$ cat config.mk
export PLATFORM = sky130hd
export DESIGN_NAME = y86_prog_loader
export DESIGN_NICKNAME = d
export VERILOG_FILES = /design/src/rtl/y86_prog_loader.sv
export SDC_FILE = /design/constraint.sdc
export NUM_CORES = 1
export LEC_CHECK = 0
export ABC_CLOCK_PERIOD_IN_PS = 2220
export BUFFER_PORTS_ARGS = -buffer_cell sky130_fd_sc_hd__buf_4
export CAP_MARGIN = 25
export CORE_MARGIN = 8
export CORE_UTILIZATION = 43
export DETAILED_ROUTE_END_ITERATION = 16
export GPL_TIMING_DRIVEN = 0
export HOLD_SLACK_MARGIN = 0.12
export PLACE_DENSITY = 0.58
export SYNTH_ARGS = -nofsm -noshare
export SYNTH_HDL_FRONTEND = slang
export SYNTH_SLANG_ARGS = --single-unit
$ cat constraint.sdc
create_clock -name clk_i -period 2.22 [get_ports clk_i]
set_input_delay 0.222 -clock clk_i [delete_from_list [all_inputs] [get_ports clk_i]]
set_output_delay 0.222 -clock clk_i [all_outputs]
set_load 0.02 [all_outputs]
$ cat src/rtl/y86_prog_loader.sv
// Streaming program loader for the Y86-64 core: parses tagged address/length segments
// into instruction memory and releases the core from reset once the checksum matches.
//
// state    | meaning
// ---------+------------------------------------------------------------
// ST_TAG   | waiting for a segment tag (0x5A) or the end tag (0xA5)
// ST_ADDR0 | receiving start address, low byte
// ST_ADDR1 | receiving start address, high byte
// ST_LEN0  | receiving segment length, low byte
// ST_LEN1  | receiving segment length, high byte
// ST_DATA  | receiving payload bytes, one memory write per byte
// ST_CKSUM | receiving the image checksum byte
// ST_DONE  | image loaded and verified, core released
// ST_ERROR | parse/range/checksum failure, err_o holds the cause
module y86_prog_loader #(
   parameter int ADDR_W    = 8,
   parameter int SEG_CNT_W = 4
) (
   input  logic                 clk_i,
   input  logic                 rst_n_i,
   input  logic [7:0]           s_data_i,
   input  logic                 s_valid_i,
   output logic                 s_ready_o,
   input  logic                 reload_i,
   output logic                 mem_we_o,
   output logic [ADDR_W-1:0]    mem_addr_o,
   output logic [7:0]           mem_wdata_o,
   output logic                 cpu_rst_n_o,
   output logic                 done_o,
   output logic [1:0]           err_o,
   output logic [SEG_CNT_W-1:0] seg_cnt_o
);

   typedef enum logic [3:0] {
      ST_TAG,
      ST_ADDR0,
      ST_ADDR1,
      ST_LEN0,
      ST_LEN1,
      ST_DATA,
      ST_CKSUM,
      ST_DONE,
      ST_ERROR
   } state_t;

   localparam logic [7:0]  TAG_SEG   = 8'h5A;
   localparam logic [7:0]  TAG_END   = 8'hA5;
   localparam logic [1:0]  ERR_TAG   = 2'd1;
   localparam logic [1:0]  ERR_RANGE = 2'd2;
   localparam logic [1:0]  ERR_CKSUM = 2'd3;
   // one extra bit so the address can run past 0xFFFF without wrapping back into range
   localparam logic [16:0] MEM_DEPTH = 17'(1) << ADDR_W;

   state_t               state;
   logic [16:0]          cur_addr;
   logic [15:0]          remain;
   logic [7:0]           cksum;
   logic                 accept;
   logic [SEG_CNT_W-1:0] seg_inc;

   assign accept  = s_valid_i && s_ready_o;
   assign seg_inc = (&seg_cnt_o) ? seg_cnt_o : seg_cnt_o + SEG_CNT_W'(1);

   always_ff @(posedge clk_i or negedge rst_n_i) begin
      if (!rst_n_i) begin
         state       <= ST_TAG;
         s_ready_o   <= 1'b1;
         mem_we_o    <= 1'b0;
         mem_addr_o  <= '0;
         mem_wdata_o <= '0;
         cpu_rst_n_o <= 1'b0;
         done_o      <= 1'b0;
         err_o       <= 2'd0;
         seg_cnt_o   <= '0;
         cur_addr    <= '0;
         remain      <= '0;
         cksum       <= '0;
      end else begin
         mem_we_o    <= 1'b0;
         // done_o leads the core release by one cycle so the last write lands first
         cpu_rst_n_o <= done_o;
         if (reload_i) begin
            state       <= ST_TAG;
            s_ready_o   <= 1'b1;
            cksum       <= '0;
            seg_cnt_o   <= '0;
            err_o       <= 2'd0;
            done_o      <= 1'b0;
            cpu_rst_n_o <= 1'b0;
         end else if (accept) begin
            case (state)
               ST_TAG: begin
                  if (s_data_i == TAG_SEG) begin
                     state <= ST_ADDR0;
                  end else if (s_data_i == TAG_END) begin
                     state <= ST_CKSUM;
                  end else begin
                     state     <= ST_ERROR;
                     s_ready_o <= 1'b0;
                     err_o     <= ERR_TAG;
                  end
               end
               ST_ADDR0: begin
                  cur_addr[7:0] <= s_data_i;
                  state         <= ST_ADDR1;
               end
               ST_ADDR1: begin
                  cur_addr[16:8] <= {1'b0, s_data_i};
                  state          <= ST_LEN0;
               end
               ST_LEN0: begin
                  remain[7:0] <= s_data_i;
                  state       <= ST_LEN1;
               end
               ST_LEN1: begin
                  remain[15:8] <= s_data_i;
                  if ({s_data_i, remain[7:0]} == 16'd0) begin
                     state     <= ST_TAG;
                     seg_cnt_o <= seg_inc;
                  end else begin
                     state <= ST_DATA;
                  end
               end
               ST_DATA: begin
                  if (cur_addr >= MEM_DEPTH) begin
                     state     <= ST_ERROR;
                     s_ready_o <= 1'b0;
                     err_o     <= ERR_RANGE;
                  end else begin
                     mem_we_o    <= 1'b1;
                     mem_addr_o  <= cur_addr[ADDR_W-1:0];
                     mem_wdata_o <= s_data_i;
                     cksum       <= cksum + s_data_i;
                     cur_addr    <= cur_addr + 17'd1;
                     remain      <= remain - 16'd1;
                     if (remain == 16'd1) begin
                        state     <= ST_TAG;
                        seg_cnt_o <= seg_inc;
                     end
                  end
               end
               ST_CKSUM: begin
                  s_ready_o <= 1'b0;
                  if (s_data_i == cksum) begin
                     state  <= ST_DONE;
                     done_o <= 1'b1;
                  end else begin
                     state <= ST_ERROR;
                     err_o <= ERR_CKSUM;
                  end
               end
               default: ;
            endcase
         end
      end
   end

endmodule
# Yosys cells after proc, flatten, opt, wreduce, memory -nomap -nowiden
# Index checks and enable logic that the tools add are counted.
op_classes:
  addsub: 4
  order_cmp: 1
  n_eq_ne: 20
  n_mux: 48
  bitwise_logic: 2
  n_reduce_logical: 26
ops:
  columns: ["operator", "n"]
  rows:
  - ["two-way mux 4 bit", 13]
  - ["case mux 8 bit (2 select lines)", 3]
  - ["two-way mux 8 bit", 4]
  - ["case mux 4 bit (7 select lines)", 1]
  - ["AND reduction 4 bit", 6]
  - ["!= test 3 bit (second input constant)", 7]
  - ["case mux 9 bit (2 select lines)", 1]
  - ["adder 17 x 1 -> 17 bit (second input constant)", 1]
  - ["greater-or-equal comparator 17 x 9 -> 1 bit (second input constant)", 1]
  - ["two-way mux 17 bit", 1]
  - ["equality test 16 x 1 -> 1 bit (second input constant)", 1]
  - ["zero test 16 bit", 1]
  - ["two-way mux 16 bit", 1]
  - ["nonzero test 2 bit", 8]
  - ["subtractor 16 x 1 -> 16 bit (second input constant)", 1]
  - ["two-way mux 1 bit", 14]
  - ["equality test 4 x 3 -> 1 bit (second input constant)", 3]
  - ["two-way mux 2 bit", 6]
  - ["AND reduction 5 bit", 2]
  - ["AND reduction 3 bit", 3]
  - ["adder 8 bit", 1]
  - ["equality test 4 x 2 -> 1 bit (second input constant)", 2]
  - ["equality test 8 x 7 -> 1 bit (second input constant)", 1]
  - ["equality test 8 bit", 1]
  - ["other kinds (16)", 18]
word_totals:
  register_bits: 71
  in_bits: 12
  output_inout_bits: 26
  word_cells: 115

# Longest topological paths before layout
logic_depth:
  ltp_word: 7
  mapped_depth: 9
  ltp_nobuf: 8

# Worst setup path after synthesis
# OpenSTA, ideal clock, no wires.
synth_timing:
  kind: "reg2reg"
  start: "register s_ready_o"
  end: "register mem_wdata_o[0]"
  arrival_time_ps: 1920
  t_required_ps: 2095
  slack_ps: 175
  stages_incl_launch_ff: 7
  n_path_buf: 2
  synth_period_minus_slack_ps: 2045
  cell_sequence: "dfstp_2 -> nand2_2 -> or2_2 -> clkbuf_1 -> nor2_2 -> buf_2 -> mux2_2"
synth_between:
  elab_chain_cells: 2
synth_lines:
  columns: ["item", "line", "text"]
  rows:
  - ["start: declaration", "23", "output logic s_ready_o,"]
  - ["start signal: assignment", "67", "s_ready_o <= 1'b1;"]
  - ["start signal: assignment", "84", "s_ready_o <= 1'b1;"]
  - ["start signal: assignment", "99", "s_ready_o <= 1'b0;"]
  - ["logical AND 1 bit", "61", "assign accept = s_valid_i && s_ready_o;"]
  - ["AND reduction 4 bit (no source line)", null, null]
  - ["end signal: assignment", "132", "mem_wdata_o <= s_data_i;"]
  - ["end: declaration", "27", "output logic [7:0] mem_wdata_o,"]
# No other way between the ends.
# A chain may end at the register's enable or synchronous reset.

# Worst setup path after layout
layout_timing:
  start: "register remain[0]"
  end: "register remain[13]"
layout_between:
  elab_chain_cells: 3
layout_lines:
  columns: ["item", "line", "text"]
  rows:
  - ["start: declaration", "56", "logic [15:0] remain;"]
  - ["start signal: assignment", "112", "remain[7:0] <= s_data_i;"]
  - ["start signal: assignment", "135", "remain <= remain - 16'd1;"]
  - ["subtractor 16 x 1 -> 16 bit", "135", null]
  - ["two-way mux 16 bit", "125", "if (cur_addr >= MEM_DEPTH) begin"]
  - ["case mux 8 bit (2 select lines)", "91", "case (state)"]
# No other way between the ends. The select of a mux whose other input is x is not followed.

==> reports/metrics.cfg <==
[setup_path]
timing.rr.start=remain[0]$_DFFE_PN0P_
crit_fanout=4
critPathKind=flip-flop to flip-flop
cp.required_ns=2.46
arrival_ns=2.37
cp-startpoint=remain[0]$_DFFE_PN0P_
cp-start-kind=flip-flop
end_kind=flip-flop
regToRegSetupSlack_ns=0.09

[floorplanning]
start_util=0.4443
chipWidth_um=113.7
die_y_um=113.7
io_pins=38
core_um2=9240
die-area_um2=12930
fp-row-count=35

[yosys]
yosysSeqAreaShare=0.4331
synth-main-ff-cell=dfrtp_1
synthArstFlopShare=1.000
synth_cell_types=64
mappedNetlistNets=458
synth_edf_count=0
synth_warnings=0
ys_ff_latch=71
synth_cells=433
synth_area_um2=4105
syn_avg_cell_area_um2=9.481

[cells_and_area]
instances_no_fill=620
final_common_cell=dfrtp_1
nets=511
insertedDiodeCount=0
drive_gt1_frac=0.2200
fin_util=0.5242
fillers=870
final_cell_mix=dfrtp_1, nand2_1, buf_4, nor2_1, o21ai_0
area_growth_pct=17.98

[clock_tree]
clock-sinks=71
cts-htree-levels=3
clk_transition_reported_paths_ns=0.08
cts_tree=built
clock_latency_ns=0.35
cts_buffers=9
cts_root_buf=clkbuf_8
cts_max_path_buffers=2

[routing]
wl_um=10940
drc=0
ant_nets=0
wl_per_cell_um=17.64
vias_per_cell=5.708
firstDrtPassIters=5
drt_iter0_drc=256
dr_total_vias=3539

[placement]
post-place-ws_ns=-0.05418
globalplace.congestion=0.8900
portBuffers=37
dp_cells=599
place_hpwl_um=7822

[timing]
worst_slack_ns=0.08544
final-hold-violation-count=0
finalMaxSlewViolations=0
fin_tns_setup_ns=0
fin_crit_ns=2.135
clock_skew_ns=0.01289
tightest_slew_ns=0.8951
setup_violations=0
relSlewSlack=0.4033
fin_crit_sh=0.9615
fmax_mhz=468.5

[run]
cap_violations=0

[power_and_ir_drop]
power_leakage_uw=0.002197
powerDensity_nw_per_um2=930.8
irDropWorstVdd_v=0.0004969

[global_routing]
first_global_vias=3408
grt_start_max_net_pins=72
grt_usage=0.1745
grt-ovfl-total=0
grt_antenna_before_repair=0
grt_pass1_wl_um=18010

[run_status]
status=finished, final reports clean

[min_path]
min_from=s_data_i[5]
hp-class=primary input to flip-flop

## worst max-delay path, stage by stage (launching register included)
cell and delay [ns]:
dfrtp_2 0.40, buf_4 0.14, nor3_1 0.52, nand4_1 0.21, or2_2 0.32, o21ai_0 0.15, nand2_1 0.07, a22o_1 0.22
## final timing paths
path	to	cells past startpoint
worst min register to register	remain[14]$_DFFE_PN0P_	1
max in group asynchronous	remain[0]$_DFFE_PN0P_	2
worst min-delay path	mem_wdata_o[5]$_DFFE_PN0P_	2
worst max-delay path	remain[13]$_DFFE_PN0P_	7
min in group asynchronous	state[1]$_DFFE_PN0P_	2
worst max register to register	remain[13]$_DFFE_PN0P_	7
## flip-flops by register name, summed over array words and instances, names as in the netlist
register,flops
cpu_rst_n_o,1
cur_addr,17
s_ready_o,1
mem_we_o,1
err_o,2
remain,16
state,4
mem_wdata_o,8
done_o,1
mem_addr_o,8
seg_cnt_o,4
cksum,8
## cells by family (layout without fill, tap and decap cells)
family | after synthesis | count (layout) | share of synthesized area
AO/OA/AOI/OAI | 123 | 123 | 0.2024
XOR/XNOR | 7 | 7 | 0.01493
adder cells (fa/ha/maj) | 13 | 13 | 0.04145
buffers and inverters | 30 | 88 | 0.03353
flip-flops | 71 | 71 | 0.4331
multiplexers | 21 | 21 | 0.05669
AND/OR/NAND/NOR | 168 | 168 | 0.2179
## area by class of cell
cell class | instances | area (µm²) | area share
clock inverters | 7 | 72.57 | 0.01498
clock buffers | 9 | 123.9 | 0.02557
inverters | 11 | 41.29 | 0.008525
plain buffers | 19 | 101.3 | 0.02092
multi-input cells | 332 | 2246 | 0.4637
repair buffers | 42 | 317.8 | 0.06562
well taps | 129 | 161.4 | 0.03332
flip-flops and latches | 71 | 1779 | 0.3673
## report_power, final
part	internal (µW)	switching, µW
clock	521	515
sequential	1590	348
combinational	626	906
## synth_stat cells, drive strengths merged (3+ instances only)
cell type	n	share of area
or3	7	0.011
xor2	4	0.0085
o22a	6	0.013
xnor2	3	0.0064
inv	11	0.010
o31ai	7	0.015
o21ai	36	0.046
a21o	6	0.011
and4	3	0.0064
nand3	13	0.016
mux2i	3	0.0073
nor2b	5	0.0076
a22o	17	0.036
buf	11	0.016
o22ai	3	0.0061
and3	5	0.0076
nor2	40	0.039
nand2b	4	0.0061
mux2	18	0.049
dfrtp	70	0.43
or2	3	0.0046
clkbuf	8	0.0073
nand2	47	0.044
a21oi	26	0.033
ha	12	0.037
nor3	18	0.023
nand4	4	0.0098
nor4	9	0.019
o41ai	3	0.0064
a31oi	4	0.0061
## per-stage QoR
step	hold slack [ns]	power [µW]	cell area, µm²
floorplan	-0.07359	2940	4105
global placement	0.4097	3353	4544
detailed placement	0.4225	3374	4544
CTS	0.1690	4433	4762
global route	0.1664	4805	4843
finish	0.1799	4508	4843
## timing repair
item	CTS	global route
hold endpoints to repair	70	0
setup buffers	0	4
cloned	0	0
pin swaps	0	1
hold buffers	1	0
gates resized for setup	3	11
endpoints found under the setup margin	16	23
## routing by layer
metal / GRT usage / up-vias / part of all wire
li1: - / 1704 / -
met3: 0.03381 / 15 / 0.049
met5: 0 / - / 0
met4: 0.04707 / 0 / 0.011
met2: 0.2832 / 104 / 0.49
met1: 0.2314 / 1716 / 0.45
(Power assumes the default switching activity.)
